<file path="config.mk">
export PLATFORM = sky130hd
export DESIGN_NAME = cpu_clk_ctrl
export DESIGN_NICKNAME = d
export VERILOG_FILES = /design/src/rtl/cpu_clk_ctrl.sv
export SDC_FILE = /design/constraint.sdc
export NUM_CORES = 1
export LEC_CHECK = 0
export CAP_MARGIN = 40
export CORE_UTILIZATION = 39
export CTS_CLUSTER_DIAMETER = 30
export CTS_CLUSTER_SIZE = 24
export DETAILED_ROUTE_END_ITERATION = 6
export HOLD_SLACK_MARGIN = 0.12
export SETUP_SLACK_MARGIN = 0.2
export SLEW_MARGIN = 20
export SYNTH_ARGS = -nofsm -noshare
export SYNTH_HDL_FRONTEND = slang
export SYNTH_SLANG_ARGS = --single-unit
</file>
<file path="constraint.sdc">
create_clock -name clk50M -period 3.6 [get_ports clk50M]
set_clock_uncertainty 0.2 [all_clocks]
set_input_delay 0.72 -clock clk50M [delete_from_list [all_inputs] [get_ports clk50M]]
set_output_delay 0.72 -clock clk50M [all_outputs]
set_load 0.1 [all_outputs]
</file>
<file path="src/rtl/cpu_clk_ctrl.sv">
// CPU clock/step controller: divides clk50M into clk_cpu (free-run, single-step,
// N-step burst or halt), debounces the step button and stretches the CPU reset.
module cpu_clk_ctrl #(
  parameter int DIV_WIDTH   = 25,
  parameter int STEP_WIDTH  = 8,
  parameter int DB_WIDTH    = 16,
  parameter int DB_COUNT    = 50000,
  parameter int RST_STRETCH = 4
) (
  input  logic                  clk50M,
  input  logic                  rst,
  input  logic [1:0]            mode,
  input  logic [DIV_WIDTH-1:0]  cpu_speed,
  input  logic [STEP_WIDTH-1:0] step_count,
  input  logic                  clk_manual,
  input  logic                  rom_selector,
  output logic                  clk_cpu,
  output logic                  tick,
  output logic                  busy,
  output logic                  cpu_rst
);

  localparam int RS_W = $clog2(RST_STRETCH + 1);
  localparam logic [DB_WIDTH-1:0] DB_LAST = DB_WIDTH'(DB_COUNT - 1);
  localparam logic [RS_W-1:0]     RS_INIT = RS_W'(RST_STRETCH);

  typedef enum logic [1:0] {
    MODE_RUN   = 2'b00,
    MODE_STEP  = 2'b01,
    MODE_BURST = 2'b10,
    MODE_HALT  = 2'b11
  } mode_e;

  logic [1:0]            man_sync_q, rom_sync_q;
  logic                  rom_prev_q;
  logic                  db_level_q, db_level_d;
  logic [DB_WIDTH-1:0]   db_cnt_q, db_cnt_d;
  logic                  press_q, press_d;
  logic [DIV_WIDTH-1:0]  div_cnt_q, div_cnt_d;
  logic                  clk_cpu_q, clk_cpu_d;
  logic                  tick_q, tick_d;
  logic [STEP_WIDTH-1:0] pend_q, pend_d;
  logic                  busy_q, busy_d;
  logic [RS_W-1:0]       stretch_q, stretch_d;
  logic                  cpu_rst_q, cpu_rst_d;
  logic                  div_en, toggle, rom_change;
  mode_e                 mode_s;

  assign mode_s = mode_e'(mode);

  always_comb begin
    db_level_d = db_level_q;
    db_cnt_d   = '0;
    press_d    = 1'b0;
    if (man_sync_q[1] != db_level_q) begin
      if (db_cnt_q == DB_LAST) begin
        db_level_d = man_sync_q[1];
        press_d    = man_sync_q[1];
      end else begin
        db_cnt_d = db_cnt_q + 1'b1;
      end
    end
  end

  // A high phase in progress always runs to completion before the clock stops.
  always_comb begin
    div_en    = (mode_s == MODE_RUN) || (pend_q != '0) || clk_cpu_q;
    toggle    = div_en && (div_cnt_q >= cpu_speed);
    div_cnt_d = '0;
    if (div_en && !toggle) div_cnt_d = div_cnt_q + 1'b1;
    clk_cpu_d = clk_cpu_q ^ toggle;
    tick_d    = toggle && !clk_cpu_q;
  end

  always_comb begin
    pend_d = pend_q;
    unique case (mode_s)
      MODE_RUN, MODE_HALT: pend_d = '0;
      MODE_STEP, MODE_BURST: begin
        if (pend_q != '0) begin
          if (toggle && clk_cpu_q) pend_d = pend_q - 1'b1;
        end else if (press_q) begin
          pend_d = (mode_s == MODE_STEP) ? STEP_WIDTH'(1) : step_count;
        end
      end
    endcase
    busy_d = (pend_d != '0);
  end

  always_comb begin
    rom_change = rom_sync_q[1] ^ rom_prev_q;
    stretch_d  = stretch_q;
    if (rom_change) stretch_d = RS_INIT;
    else if (tick_q && (stretch_q != '0)) stretch_d = stretch_q - 1'b1;
    cpu_rst_d = rom_change || (stretch_d != '0);
  end

  always_ff @(posedge clk50M or posedge rst) begin
    if (rst) begin
      man_sync_q <= '0;
      rom_sync_q <= '0;
      rom_prev_q <= 1'b0;
      db_level_q <= 1'b0;
      db_cnt_q   <= '0;
      press_q    <= 1'b0;
      div_cnt_q  <= '0;
      clk_cpu_q  <= 1'b0;
      tick_q     <= 1'b0;
      pend_q     <= '0;
      busy_q     <= 1'b0;
      stretch_q  <= RS_INIT;
      cpu_rst_q  <= 1'b1;
    end else begin
      man_sync_q <= {man_sync_q[0], clk_manual};
      rom_sync_q <= {rom_sync_q[0], rom_selector};
      rom_prev_q <= rom_sync_q[1];
      db_level_q <= db_level_d;
      db_cnt_q   <= db_cnt_d;
      press_q    <= press_d;
      div_cnt_q  <= div_cnt_d;
      clk_cpu_q  <= clk_cpu_d;
      tick_q     <= tick_d;
      pend_q     <= pend_d;
      busy_q     <= busy_d;
      stretch_q  <= stretch_d;
      cpu_rst_q  <= cpu_rst_d;
    end
  end

  assign clk_cpu = clk_cpu_q;
  assign tick    = tick_q;
  assign busy    = busy_q;
  assign cpu_rst = cpu_rst_q;

endmodule
</file>
Yosys cells after proc, flatten, opt, wreduce, memory -nomap -nowiden
Index checks and enable logic that the tools add are counted.
{"block": "op_classes", "addsub": 4, "multipliers": 0, "div_mod_pow": 0, "magnitude_cmp": 1, "eq_ne": 5, "shift": 0, "n_mux": 12, "bitwise": 2, "n_reduce_logical": 18}
{"operator": "$mux W16", "n": 2}
{"operator": "$mux W8", "n": 4}
{"operator": "$add A25 B1 Y25 const B", "n": 1}
{"operator": "$ge A25 B25 Y1", "n": 1}
{"operator": "$mux W25", "n": 1}
{"operator": "$add A16 B1 Y16 const B", "n": 1}
{"operator": "$eq A16 B16 Y1 const B", "n": 1}
{"operator": "$pmux W8 S2", "n": 1}
{"operator": "$reduce_bool A8 Y1", "n": 2}
{"operator": "$sub A8 B1 Y8 const B", "n": 1}
{"operator": "$mux W3", "n": 2}
{"operator": "$reduce_bool A3 Y1", "n": 2}
{"operator": "$logic_and A1 B1 Y1", "n": 5}
{"operator": "$eq A2 B2 Y1 const B", "n": 2}
{"operator": "$reduce_or A2 Y1", "n": 2}
{"operator": "$logic_or A1 B1 Y1", "n": 3}
{"operator": "$sub A3 B1 Y3 const B", "n": 1}
{"operator": "$eq A2 B1 Y1 const B", "n": 1}
{"operator": "$logic_not A1 Y1", "n": 2}
{"operator": "$logic_not A2 Y1", "n": 1}
{"operator": "$mux W1", "n": 2}
{"operator": "$reduce_and A2 Y1", "n": 1}
{"operator": "$xor A1 B1 Y1", "n": 2}
{"operator": "$ne A1 B1 Y1", "n": 1}
{"block": "totals", "reg_bits": 63, "latchBits": 0, "ram_bits": 0, "rom_bits": 0, "input_bits": 39, "out_inout_bits": 4, "elab_cells": 55, "n_memories": 0}

Logic depth before layout (Yosys ltp)
{"block": "depth", "ltp_word": 9, "mapped_depth": 15, "depth_no_buf": 13}

Least setup slack after synthesis
Ideal clock, no wire load.
{"block": "synth_path", "path_type": "input -> register", "start": "input port cpu_speed[23]", "end": "register busy_q, in the netlist busy", "setup_ns": 0.135, "arrival_ns": 3.803, "t_required_ns": 3.265, "path_slack_ns": -0.538, "cell_stages": 15, "n_path_buf": 2, "path_cell_list": "inv_1 -> ha_1 -> nand4_1 -> nor4_1 -> o211ai_1 -> o22ai_2 -> clkbuf_1 -> o21ba_2 -> ha_1 -> clkbuf_1 -> or4b_1 -> o311ai_0 -> o31ai_1 -> nor2_1 -> nand4bb_1"}
{"block": "synth_between", "elab_chain_cells": 7}
{"element": "start: declaration", "line": "13", "source": "input logic [DIV_WIDTH-1:0] cpu_speed,"}
{"element": "$ge A25 B25 Y1", "line": "68", "source": "toggle = div_en && (div_cnt_q >= cpu_speed);"}
{"element": "$logic_and A1 B1 Y1", "line": "68"}
{"element": "$logic_and A1 B1 Y1", "line": "81", "source": "if (toggle && clk_cpu_q) pend_d = pend_q - 1'b1;"}
{"element": "$mux W8", "line": "81"}
{"element": "$mux W8", "line": "80", "source": "if (pend_q != '0) begin"}
{"element": "$pmux W8 S2", "line": "77", "source": "unique case (mode_s)"}
{"element": "net pend_d[5]", "line": "42", "source": "logic [STEP_WIDTH-1:0] pend_q, pend_d;"}
{"element": "$reduce_bool A8 Y1", "line": "87", "source": "busy_d = (pend_d != '0);"}
{"element": "net busy_d", "line": "43", "source": "logic busy_q, busy_d;"}
{"element": "end signal: assignment", "line": "124", "source": "busy_q <= busy_d;"}
{"element": "end: declaration", "line": "43"}
The timed path passes the listed nets, and every way through them passes these cells.
A chain may end at the register's enable or synchronous reset.

Final worst setup path
{"block": "layout_path", "start": "input port cpu_speed[20]", "end": "register busy_q, in the netlist busy"}
The elaborated chain is that of the path after synthesis.

==> reports/results.ini <==
[status]
outcome=complete, no violations

[timing]
fin_setup_tns_ps=0
slew_headroom_pct=63.7
holdWs_ps=172
min_period_ps=3390
finalCritPeriodShare_pct=94.0
drv_slew=0
worst_slack_ps=215
rsz0062_at_grt=no
hold_viol_final=0
setup_violations=0
worst_pin_slew_ps=544
timing.fmax_mhz=295

[synth]
syn_area_per_cell_um2=9.55
ys_warn_count=0
ys_types=53
seq_area_frac_synth_pct=40.8
ys.flop_type=dfrtp_1
synth_edf_count=0
synth_fp_nets=478
synth_cells=405
synth_area_um2=3870
ys_seq_elements=63
async_reset_ff_share_pct=100

[global_routing]
grt_use_met2_pct=30.6
track_usage_pct=19.4
grt_max_degree=64
use_met3_pct=4.49
grt_pass1_wl_um=15600
antenna_found_initial=0
use_met1_pct=26.5
grt_pass1_vias=3211
overflow=0
grt-busiest-layer=met2

[worst_setup_path]
path_max_fanout=3
end_kind=register
crit_buf_inv=2
rr_worst_depth=12
regToRegSetupSlack_ps=240
cpMaxStageDelayCell=or4b_4
crit_chain=buf_6, inv_12, ha_4, nand4_1, nor4_4, o211ai_1, o22ai_4, o21ba_4, ha_4, or4b_4, or3_4, o21ai_4, nor4_4, nand4bb_1
arrival_ps=3460
cp.required_ps=3670
path_depth=14
path_class=in2reg
crit_path_start_kind=primary input
slowest_delay_ps=500
worstReg2RegEnd=busy
timing.rr.start=div_cnt_q[19]
cpLargestDelayFamily=simple AND/OR/NAND/NOR gates

[pwr]
power_density_nw_per_um2=416
total_leakage_power_nw=2.29
ir_drop_mv=0.274

[place]
dp_hpwl_um=6100
placed_cell_area_um2=4580
gp_congestion=0.871
port_buffers=42
pre_cts_slack_ps=-639

[flow_run]
maxCapViolations=0

[floorplan]
io_pins=43
die_x_um=102
start_util_pct=41.1
rows=35
dieArea_um2=10300
die_h_um=102
core_area_um2=9420

[drt]
vias=3215
firstDrtPassIters=6
drt_iter0_markers=191
wl_per_cell_um=15.1
drcViolationCount=0
viasPerCell=5.29
postRouteAntennaNets=0
drt_wl_total_um=9170

[hold_path]
whs_path_depth=0
whs_endpoint=man_sync_q[1]
min_from=man_sync_q[0]
holdCritPathClass=reg2reg

[cts]
clkLatencyLatePin_ps=340
cts_tree=yes
numCtsBuffers=9
clockRootBuffer=clkbuf_8
path_clk_slew_ps=70
h-tree-depth=3
cts_buffer_depth=2
clock_sinks=63
cts.hold.buffers_added=0

[cells_and_area]
fin_nets=547
drive_gt1_share_pct=29.4
synthToLayoutAreaGrowth_pct=36.1
num-fill-cells=816
final_util_pct=55.9
insertedDiodeCount=0
fin_area_um2=5260

## power breakdown
part	switching, mW	internal (mW)
Clock	0.289	0.426
Combinational	0.359	0.259
Sequential	0.0920	0.762
Total	0.739	1.45
## cell families (layout without fill, tap and decap cells)
group	Yosys count	in the layout	share of synthesized area, %
fa+ha+maj	34	34	11.0
compound gates	46	46	8.74
xor+xnor	42	42	9.51
flops	63	63	40.8
buf+inv	55	129	5.83
mux	2	2	0.550
simple gates	163	163	23.5
## repair_timing
item / 4_1_cts / 5_1_grt
setup endpoints to repair: 7 / 3
setup buffers: 6 / 6
gates resized for setup: 80 / 44
pin swaps: 38 / 26
hold endpoints to repair: 0 / 0
## cell type report
cell class	instances	area [um2]	share of cell area [%]
multi-input combinational	287	2510	47.7
sequential	63	1580	30.1
timing repair buffer	69	596	11.3
inverter	44	180	3.42
tap	129	161	3.07
clock buffer	11	151	2.88
clock inverter	5	80.1	1.52
## worst reg2reg max path, stage by stage (launching register included)
cell and delay [ps]:
dfrtp_2 460, ha_4 290, nand4_1 160, nor4_4 330, o211ai_1 210, o22ai_4 170, o21ba_4 170, ha_4 130
or4b_4 500, or3_4 360, o21ai_4 160, nor4_4 60, nand4bb_1 100
## synthesized netlist by cell type (all sizes together) (2+ instances only)
cell     instances  area, um2
nand3           15       75.1
inv             44        165
and3b            2       17.5
a211oi           4       35.0
or4b             2       23.8
nor2            34        128
nor4            27        175
dfrtp           61       1530
xor2            15        131
o211ai           2       15.0
and3             5       31.3
ha              34        425
nor4bb           2       20.0
or3              3       18.8
nor3            13       70.1
buf              5       37.5
xnor2           27        236
nand2           28        105
a22oi            2       15.0
a21oi           14       70.1
and4             7       61.3
dfstp            2       52.6
o221ai           2       17.5
nand4            9       56.3
nor2b            7       43.8
a21o             3       22.5
nor4b            5       50.0
clkbuf           6       22.5
o311ai           2       17.5
o21ai            8       40.0
a2111oi          2       37.5
## through the flow
stage	std cells	power [mW]
3_3_place_gp	579	1.39
2_1_floorplan	405	1.24
6_report	608	2.19
5_1_grt	608	2.31
4_1_cts	601	2.17
3_5_place_dp	579	1.40
## metal layers
metal  share of wire, %  vias to the layer above
met4                1.0                        0
met5                  0                        -
li1                   -                     1572
met2                 48                       73
met1                 47                     1560
met3                4.1                       10
## flip-flops by register name, indices dropped and copies added, names as in the netlist
signal	count
db_cnt_q	16
rom_sync_q	2
busy	1
rom_prev_q	1
tick	1
man_sync_q	2
cpu_rst	1
pend_q	8
stretch_q	3
press_q	1
clk_cpu	1
db_level_q	1
div_cnt_q	25
## layout by cell type (no fill, tap or decap), types with 4 or more instances in the layout
master	n
dfrtp_1	57
nor2_1	31
buf_4	29
xnor2_1	27
nor4_1	25
inv_1	24
nand2_1	22
ha_4	20
inv_2	18
xor2_1	15
nand3_1	15
clkdlybuf4s50_1	14
ha_1	13
nor3_1	12
clkbuf_8	11
a21oi_1	10
nand4_1	9
and4_1	7
nor2b_1	7
dlygate4sd2_1	7
clkbuf_2	6
and3_1	5
dlymetal6s2s_1	5
nand2_2	4
a21oi_2	4
dfrtp_2	4
## how the worst max path moves through the flow
stage / startpoint / to / slack, ps
finish: cpu_speed[20] / busy / 210
global route: cpu_speed[20] / busy / 170
CTS: cpu_speed[10] / busy / 200
detailed placement: cpu_speed[20] / busy / -640
floorplan: cpu_speed[20] / busy / -130
global placement: cpu_speed[20] / busy / -490
No activity file was read; power rests on OpenSTA's default activity.
